==> config.mk <==
export PLATFORM = sky130hd
export DESIGN_NAME = lane_traffic_engine
export DESIGN_NICKNAME = d
export VERILOG_FILES = /design/src/rtl/lane_traffic_engine.sv
export SDC_FILE = /design/constraint.sdc
export NUM_CORES = 1
export LEC_CHECK = 0
export BUFFER_PORTS_ARGS = -buffer_cell sky130_fd_sc_hd__buf_2
export CORE_MARGIN = 3
export CORE_UTILIZATION = 50
export CTS_CLUSTER_DIAMETER = 50
export DETAILED_ROUTE_END_ITERATION = 16
export PLACE_DENSITY = 0.71
export SYNTH_ARGS = -nofsm -noshare
export SYNTH_HDL_FRONTEND = slang
export SYNTH_SLANG_ARGS = --single-unit
export TNS_END_PERCENT = 10
==> constraint.sdc <==
create_clock -name i_Clk -period 3.5 [get_ports i_Clk]
set_input_delay 0.525 -clock i_Clk [delete_from_list [all_inputs] [get_ports i_Clk]]
set_output_delay 0.525 -clock i_Clk [all_outputs]
set_load 0.02 [all_outputs]
==> src/rtl/lane_traffic_engine.sv <==
// lane_traffic_engine: N-lane obstacle engine for the Frogger playfield.
//
// Each lane holds one obstacle that steps one tile every i_Lane_Period base ticks in the
// direction given by i_Lane_Dir, wrapping at the playfield edges. Also produces a one-cycle
// frog/obstacle collision pulse and a registered tile-hit flag for the video mux.
//
// Ports
//   i_Clk            system clock
//   i_Rst_n          synchronous reset, active low
//   i_Run            1 = obstacles move, 0 = frozen (paused/idle)
//   i_Restart        one-cycle pulse: reload initial positions, clear counters
//   i_Lane_Period    8 bits per lane: base ticks per tile step, 0 = lane stopped
//   i_Lane_Dir       1 bit per lane: 1 = +X, 0 = -X
//   i_Frogger_X/Y    frog tile position
//   i_Col_Count_Div  current pixel tile column
//   i_Row_Count_Div  current pixel tile row
//   o_Lane_X         6 bits per lane, lane i at [6i+5:6i]
//   o_Pixel_Hit      registered: scanned tile holds an obstacle
//   o_Collided       one-cycle pulse on a new frog/obstacle overlap
//   o_Collide_Lane   lane index of the last collision (lowest index wins)
module lane_traffic_engine #(
  parameter int unsigned N_LANES      = 5,
  parameter int unsigned GAME_WIDTH   = 14,
  parameter int unsigned FIRST_LANE_Y = 7,
  parameter int unsigned TICK_COUNT   = 1000000,
  parameter int unsigned INIT_X_STEP  = 3
) (
  input  logic                   i_Clk,
  input  logic                   i_Rst_n,
  input  logic                   i_Run,
  input  logic                   i_Restart,
  input  logic [8*N_LANES-1:0]   i_Lane_Period,
  input  logic [N_LANES-1:0]     i_Lane_Dir,
  input  logic [5:0]             i_Frogger_X,
  input  logic [5:0]             i_Frogger_Y,
  input  logic [4:0]             i_Col_Count_Div,
  input  logic [4:0]             i_Row_Count_Div,
  output logic [6*N_LANES-1:0]   o_Lane_X,
  output logic                   o_Pixel_Hit,
  output logic                   o_Collided,
  output logic [2:0]             o_Collide_Lane
);

  localparam int unsigned PsW = (TICK_COUNT > 1) ? $clog2(TICK_COUNT) : 1;
  localparam logic [PsW-1:0] PsLast = PsW'(TICK_COUNT - 1);
  localparam logic [5:0] XMax = 6'(GAME_WIDTH - 1);

  function automatic logic [5:0] init_x(input int unsigned lane);
    return 6'((lane * INIT_X_STEP) % GAME_WIDTH);
  endfunction

  function automatic logic [5:0] step_x(input logic [5:0] x, input logic dir);
    if (dir) begin
      return (x == XMax) ? 6'd0 : x + 6'd1;
    end
    return (x == 6'd0) ? XMax : x - 6'd1;
  endfunction

  logic [PsW-1:0] ps_q, ps_d;
  logic           tick;
  logic [5:0]     lane_x_q   [N_LANES];
  logic [5:0]     lane_x_d   [N_LANES];
  logic [7:0]     step_cnt_q [N_LANES];
  logic [7:0]     step_cnt_d [N_LANES];

  logic       overlap;
  logic [2:0] hit_lane;
  logic       pix_match;
  logic       ovl_q;
  logic       collided_q;
  logic [2:0] collide_lane_q;
  logic       pix_hit_q;
  logic       new_hit;

  // Tick is gated by i_Run so a prescaler frozen at its terminal count does not keep firing.
  assign tick = i_Run && (ps_q == PsLast);

  always_comb begin
    ps_d = ps_q;
    if (i_Restart) begin
      ps_d = '0;
    end else if (i_Run) begin
      ps_d = tick ? '0 : ps_q + 1'b1;
    end
  end

  always_comb begin
    for (int unsigned i = 0; i < N_LANES; i++) begin
      lane_x_d[i]   = lane_x_q[i];
      step_cnt_d[i] = step_cnt_q[i];
      if (i_Restart) begin
        lane_x_d[i]   = init_x(i);
        step_cnt_d[i] = '0;
      end else if (tick) begin
        if (i_Lane_Period[8*i +: 8] == 8'd0) begin
          step_cnt_d[i] = '0;
        end else if ({1'b0, step_cnt_q[i]} + 9'd1 >= {1'b0, i_Lane_Period[8*i +: 8]}) begin
          // >= (not ==) so a period lowered below the running count steps on the next tick
          step_cnt_d[i] = '0;
          lane_x_d[i]   = step_x(lane_x_q[i], i_Lane_Dir[i]);
        end else begin
          step_cnt_d[i] = step_cnt_q[i] + 8'd1;
        end
      end
    end
  end

  // Frog overlap (lowest lane wins) and scan-tile match against current obstacle positions.
  always_comb begin
    overlap   = 1'b0;
    hit_lane  = 3'd0;
    pix_match = 1'b0;
    for (int unsigned i = 0; i < N_LANES; i++) begin
      if (!overlap && (i_Frogger_X == lane_x_q[i]) &&
          (32'(i_Frogger_Y) == FIRST_LANE_Y + i)) begin
        overlap  = 1'b1;
        hit_lane = 3'(i);
      end
      if ((32'(i_Col_Count_Div) == 32'(lane_x_q[i])) &&
          (32'(i_Row_Count_Div) == FIRST_LANE_Y + i)) begin
        pix_match = 1'b1;
      end
    end
  end

  assign new_hit = i_Run && overlap && !ovl_q;

  always_ff @(posedge i_Clk) begin
    if (!i_Rst_n) begin
      ps_q           <= '0;
      ovl_q          <= 1'b0;
      collided_q     <= 1'b0;
      collide_lane_q <= 3'd0;
      pix_hit_q      <= 1'b0;
      for (int unsigned i = 0; i < N_LANES; i++) begin
        lane_x_q[i]   <= init_x(i);
        step_cnt_q[i] <= '0;
      end
    end else begin
      ps_q      <= ps_d;
      pix_hit_q <= pix_match;
      for (int unsigned i = 0; i < N_LANES; i++) begin
        lane_x_q[i]   <= lane_x_d[i];
        step_cnt_q[i] <= step_cnt_d[i];
      end
      if (i_Restart) begin
        // Collide lane deliberately kept so the game FSM can still read the last hit.
        ovl_q      <= 1'b0;
        collided_q <= 1'b0;
      end else begin
        // History only tracks while running; a pause re-arms the collision pulse.
        ovl_q      <= i_Run && overlap;
        collided_q <= new_hit;
        if (new_hit) begin
          collide_lane_q <= hit_lane;
        end
      end
    end
  end

  for (genvar g = 0; g < N_LANES; g++) begin : g_lane_out
    assign o_Lane_X[6*g +: 6] = lane_x_q[g];
  end

  assign o_Pixel_Hit    = pix_hit_q;
  assign o_Collided     = collided_q;
  assign o_Collide_Lane = collide_lane_q;

endmodule

## After elaboration in Yosys (flattened, before gate mapping)

Memories as Yosys holds them, arrays and structs flattened.
Index checks and enable logic that the tools add are counted.
W data, S select, Z words.

| storage, ports and cells | value |
|---|---|
| memory bits (writable) | 70 |
| output and inout port bits | 35 |
| flip-flop bits (word level) | 26 |
| bits of input ports | 71 |
| memories | 2 |
| logic and storage cells | 217 |

| operators by class | value |
|---|---|
| muxes and demuxes | 112 |
| bitwise logic cells | 12 |
| add/sub/neg operators | 21 |
| magnitude comparators | 5 |
| reductions and logical operators | 34 |
| equality and inequality tests | 26 |

Memory list:

| name | words | bits a word | rd ports | clocked after Yosys merged registers in | write ports | line | text |
|---|---|---|---|---|---|---|---|
| step_cnt_q | 5 | 8 | 5 | 0 | 5 | 63 | `logic [7:0] step_cnt_q [N_LANES];` |
| lane_x_q | 5 | 6 | 5 | 0 | 5 | 61 | `logic [5:0] lane_x_q [N_LANES];` |

Operators with widths:

| cell | count |
|---|---|
| $mux W6 | 45 |
| $mux W8 | 25 |
| $eq A6 B4 Y1 const B | 9 |
| $add A8 B1 Y9 const B | 5 |
| $ge A9 B8 Y1 | 5 |
| $add A8 B1 Y8 const B | 5 |
| $logic_not A8 Y1 | 5 |
| $mux W1 | 38 |
| $add A6 B1 Y6 const B | 5 |
| $eq A5 B6 Y1 | 5 |
| $eq A6 B6 Y1 | 5 |
| $logic_not A6 Y1 | 5 |
| $sub A6 B1 Y6 const B | 5 |
| $add A20 B1 Y20 const B | 1 |
| $eq A20 B20 Y1 const B | 1 |
| $eq A5 B4 Y1 const B | 4 |
| $mux W20 | 1 |
| $logic_and A1 B1 Y1 | 17 |
| $or A1 B1 Y1 | 10 |
| $mux W3 | 3 |
| $eq A6 B3 Y1 const B | 1 |
| $eq A5 B3 Y1 const B | 1 |
| $logic_not A1 Y1 | 5 |
| $not A1 Y1 | 2 |
| 2 further kinds | 2 |

## Depth between registers and ports, before layout

An unclocked memory read counts as a cell.

| logic depth | value |
|---|---|
| word-level depth | 23 |
| mapped depth | 13 |
| gate-level depth less buffers | 12 |

## Least setup slack after synthesis

Ideal clock, no wire load.

| path | value |
|---|---|
| kind | register to register |
| start point | memory step_cnt_q[4][0] (netlist: step_cnt_q[0][32]) |
| end point | memory lane_x_q[4][5] (netlist: lane_x_q[0][29]) |
| arrival time | 2.636 ns |
| setup slack | 0.769 ns |
| library setup time | 0.095 ns |
| clock period less this slack | 2.731 ns |
| path buffers | 1 |
| cell stages (with the launch flop) | 12 |
| data required time | 3.405 ns |
| cell sequence | dfxtp_1 ha_1 and3_1 and3_1 xor2_1 ha_1 nand3_1 o31a_1 nor3_1 clkbuf_1 o21ai_0 a221oi_1 |

RTL lines:

| element | line |
|---|---|
| start, declared | 63 |
| end, declared | 61 |

==> results.json <==
{
  "drt_first_iter_violations": 648,
  "routed_via_density": 5.79,
  "mostFrequentLayoutCell": "sky130_fd_sc_hd__buf_2",
  "post_syn_nets": 1061,
  "track_usage_pct": 21.9,
  "dp_slack_ns": 0.446,
  "finalNetCount": 1134,
  "detail_route.drc_violations": 0,
  "setup_viol": 0,
  "report.final.slew_viol_count": 0,
  "setup_skew_after_layout_ns": 0.00553,
  "layout_worst_path_cycle_share_pct": 88.5,
  "row_count": 43,
  "cts_resized": 0,
  "worst_ir_drop_vdd_mv": 0.258,
  "clock_sinks": 96,
  "status": "completed",
  "die_area_um2": 16000,
  "holdCritStartpoint": "i_Row_Count_Div[4]",
  "critPathRequiredTime_ns": 3.79,
  "dp.final_hpwl_um": 13300,
  "routed-via-count": 6849,
  "wirelength_routed_um": 17800,
  "crit_path_setup_slack_layout_ns": 0.402,
  "cts_buf_count": 9,
  "yosysWarnings": 0,
  "tritoncts": "built",
  "share_of_flip_flops_with_an_asynchronous_set_or_reset_pct": 0,
  "synth_cells": 924,
  "worst_r2r_startpoint": "step_cnt_q[0][0]",
  "worstSkewPairLatency_ns": 0.35,
  "antenna_cells_inserted": 0,
  "fraction_of_the_yosys_area_taken_by_sequential_cells_pct": 26.5,
  "cts_root_buffer": "sky130_fd_sc_hd__clkbuf_16",
  "layout.cells.most_common_list": "sky130_fd_sc_hd__buf_2 (105), sky130_fd_sc_hd__dfxtp_1 (96), sky130_fd_sc_hd__nor2_1 (79)",
  "post_cts_hold_fix_bufs": 0,
  "syn_to_final_growth_pct": 12.7,
  "chipHeight_um": 126,
  "relSlewSlack_pct": 29.2,
  "synth_top_flop_cell": "sky130_fd_sc_hd__dfxtp_1",
  "floorplan.core_area_um2": 14000,
  "via_count_of_the_first_global_routing_pass": 6244,
  "setup_total_negative_slack_ns": 0,
  "layout-drive-gt1-share_pct": 14.7,
  "min_path_cells": 2,
  "avgRoutedWirePerCell_um": 15.0,
  "setup.worst_path.class": "flop to flop",
  "final.fill_count": 1287,
  "ant_nets": 0,
  "clk_pin_slew_worst_paths_ns": 0.07,
  "synth-edff-count": 0,
  "worst_ep_arrival_time_ns": 3.38,
  "worst_hold_path_type": "input pin to flop",
  "initial_core_utilization_pct": 51.7,
  "worstSetupEndpointType": "flop",
  "reg2reg_path_depth": 11,
  "final_weighted_congestion_of_routability_driven_global_placement": 0.863,
  "cp-startpoint": "step_cnt_q[0][0]",
  "ys_seq_elements": 96,
  "syn_area_per_cell_um2": 7.85,
  "power.leakage_nw": 3.62,
  "syn-cell-area_um2": 7250,
  "path_max_fanout": 11,
  "drv.max_cap_violation_count": 0,
  "cts_max_path_buffers": 2,
  "synth_cell_type_count": 61,
  "h-tree-depth": 3,
  "grt_antenna_before_repair": 1,
  "first_pass_iters": 7,
  "final.min_clock_period_ns": 3.10,
  "boundaryPins": 106,
  "dieWidth_um": 126,
  "post_cts.repair.setup_buffers": 0,
  "max_freq_ghz": 0.323,
  "buffers_added_on_ports": 105,
  "pin_count_of_the_biggest_net_entering_global_routing": 33,
  "grt_setup_unrepaired": "false",
  "critPathLaunchType": "flop",
  "worstMarginPinSlew_ns": 1.06,
  "wire_length_of_the_first_global_routing_pass_um": 29700,
  "power_per_cell_area_nw_per_um2": 287,
  "globalRouteOverflowTotal": 0,
  "report.final.hold_viol_count": 0
}
-- per-layer routing --
| layer | GRT usage, % | wire length [µm] |
|---|---|---|
| met1 | 31.1 | 8540 |
| met4 | 6.50 | 302 |
| met3 | 4.00 | 1200 |
| met5 | 0 | 13 |
| met2 | 34.1 | 7730 |
-- registers in the layout, summed over array words and instances (netlist names) --
signal          cells
lane_x_q           30
o_Collide_Lane      3
ps_q               20
o_Collided          1
step_cnt_q         40
o_Pixel_Hit         1
ovl_q               1
-- final cells by class --
class	instances	area [µm²]	share of cell area (%)
clock buffers	11	233	2.85
inverters	65	244	2.98
clock inverters	5	81.3	0.994
multi-input cells	711	4880	59.7
repair buffers	114	593	7.25
flip-flops and latches	96	1920	23.5
well taps	180	225	2.75
-- logic make-up after synthesis --
family	after synthesis	synth area share (%)
AND/OR/NAND/NOR	324	23.1
XOR/XNOR	101	12.2
flip-flops	96	26.5
AO/OA/AOI/OAI	211	19.3
adder cells (fa/ha/maj)	66	11.4
multiplexers	9	1.33
buffers and inverters	117	6.23
-- worst max-delay path: stages (launching register included) --
cell	delay [ns]
sky130_fd_sc_hd__dfxtp_1	0.42
sky130_fd_sc_hd__ha_1	0.25
sky130_fd_sc_hd__and3_1	0.22
sky130_fd_sc_hd__nand3_1	0.14
sky130_fd_sc_hd__xnor2_1	0.16
sky130_fd_sc_hd__ha_1	0.29
sky130_fd_sc_hd__and3_1	0.15
sky130_fd_sc_hd__nand3_1	0.07
sky130_fd_sc_hd__o221a_2	0.34
sky130_fd_sc_hd__or2_1	0.38
sky130_fd_sc_hd__or3_2	0.49
sky130_fd_sc_hd__a21oi_1	0.14
-- metrics by stage --
stage          cell area, µm²  utilization [%]  hold slack, ns  total power [mW]  std cells
2_1_floorplan            7250                -           0.391              1.24        924
3_3_place_gp             7870             56.0           0.399              1.31       1166
3_5_place_dp             7870             56.0           0.409              1.32       1166
4_1_cts                  8180             58.2           0.318              2.37       1182
5_1_grt                  8180             58.2           0.339              2.44       1182
6_report                 8180             58.2           0.332              2.35       1182
-- synth_stat cells (5+ instances only) --
cell type	n	area share [%]
sky130_fd_sc_hd__xor2_1	55	6.6
sky130_fd_sc_hd__or3_1	5	0.43
sky130_fd_sc_hd__o22ai_1	9	0.78
sky130_fd_sc_hd__dfxtp_1	96	26
sky130_fd_sc_hd__a32o_1	5	0.69
sky130_fd_sc_hd__xnor2_1	46	5.6
sky130_fd_sc_hd__and2_1	5	0.43
sky130_fd_sc_hd__nor2_1	79	4.1
sky130_fd_sc_hd__a22o_1	16	1.9
sky130_fd_sc_hd__inv_1	65	3.4
sky130_fd_sc_hd__nand2_1	52	2.7
sky130_fd_sc_hd__a311oi_1	8	0.97
sky130_fd_sc_hd__nor4_1	10	0.86
sky130_fd_sc_hd__nand3_1	50	3.4
sky130_fd_sc_hd__ha_1	66	11
sky130_fd_sc_hd__a21o_1	10	1.0
sky130_fd_sc_hd__o21ai_0	31	2.1
sky130_fd_sc_hd__nor3_1	20	1.4
sky130_fd_sc_hd__clkbuf_1	42	2.2
sky130_fd_sc_hd__or4_1	9	0.93
sky130_fd_sc_hd__and3_1	23	2.0
sky130_fd_sc_hd__o221a_2	5	0.78
sky130_fd_sc_hd__a21oi_1	61	4.2
sky130_fd_sc_hd__a31oi_1	26	2.2
sky130_fd_sc_hd__nand4_1	24	2.1
sky130_fd_sc_hd__o31ai_1	7	0.72
sky130_fd_sc_hd__buf_1	5	0.26
sky130_fd_sc_hd__mux2_2	5	0.78
sky130_fd_sc_hd__o211ai_1	8	0.83
sky130_fd_sc_hd__nand2b_1	20	1.7
-- report_power, final --
part | switching (mW) | total, mW | internal (mW)
Combinational | 0.118 | 0.199 | 0.0806
Sequential | 0.000857 | 1.09 | 1.09
Clock | 0.426 | 1.05 | 0.627
Total | 0.545 | 2.35 | 1.80
-- worst paths after layout --
path	endpoint	slack (ns)
worst max register to register	lane_x_q[0][4]	0.40
worst min register to register	o_Collided	0.41
worst min-delay path	o_Pixel_Hit	0.33
worst max-delay path	lane_x_q[0][4]	0.40
Note: power is estimated with default switching activity, not from simulation.
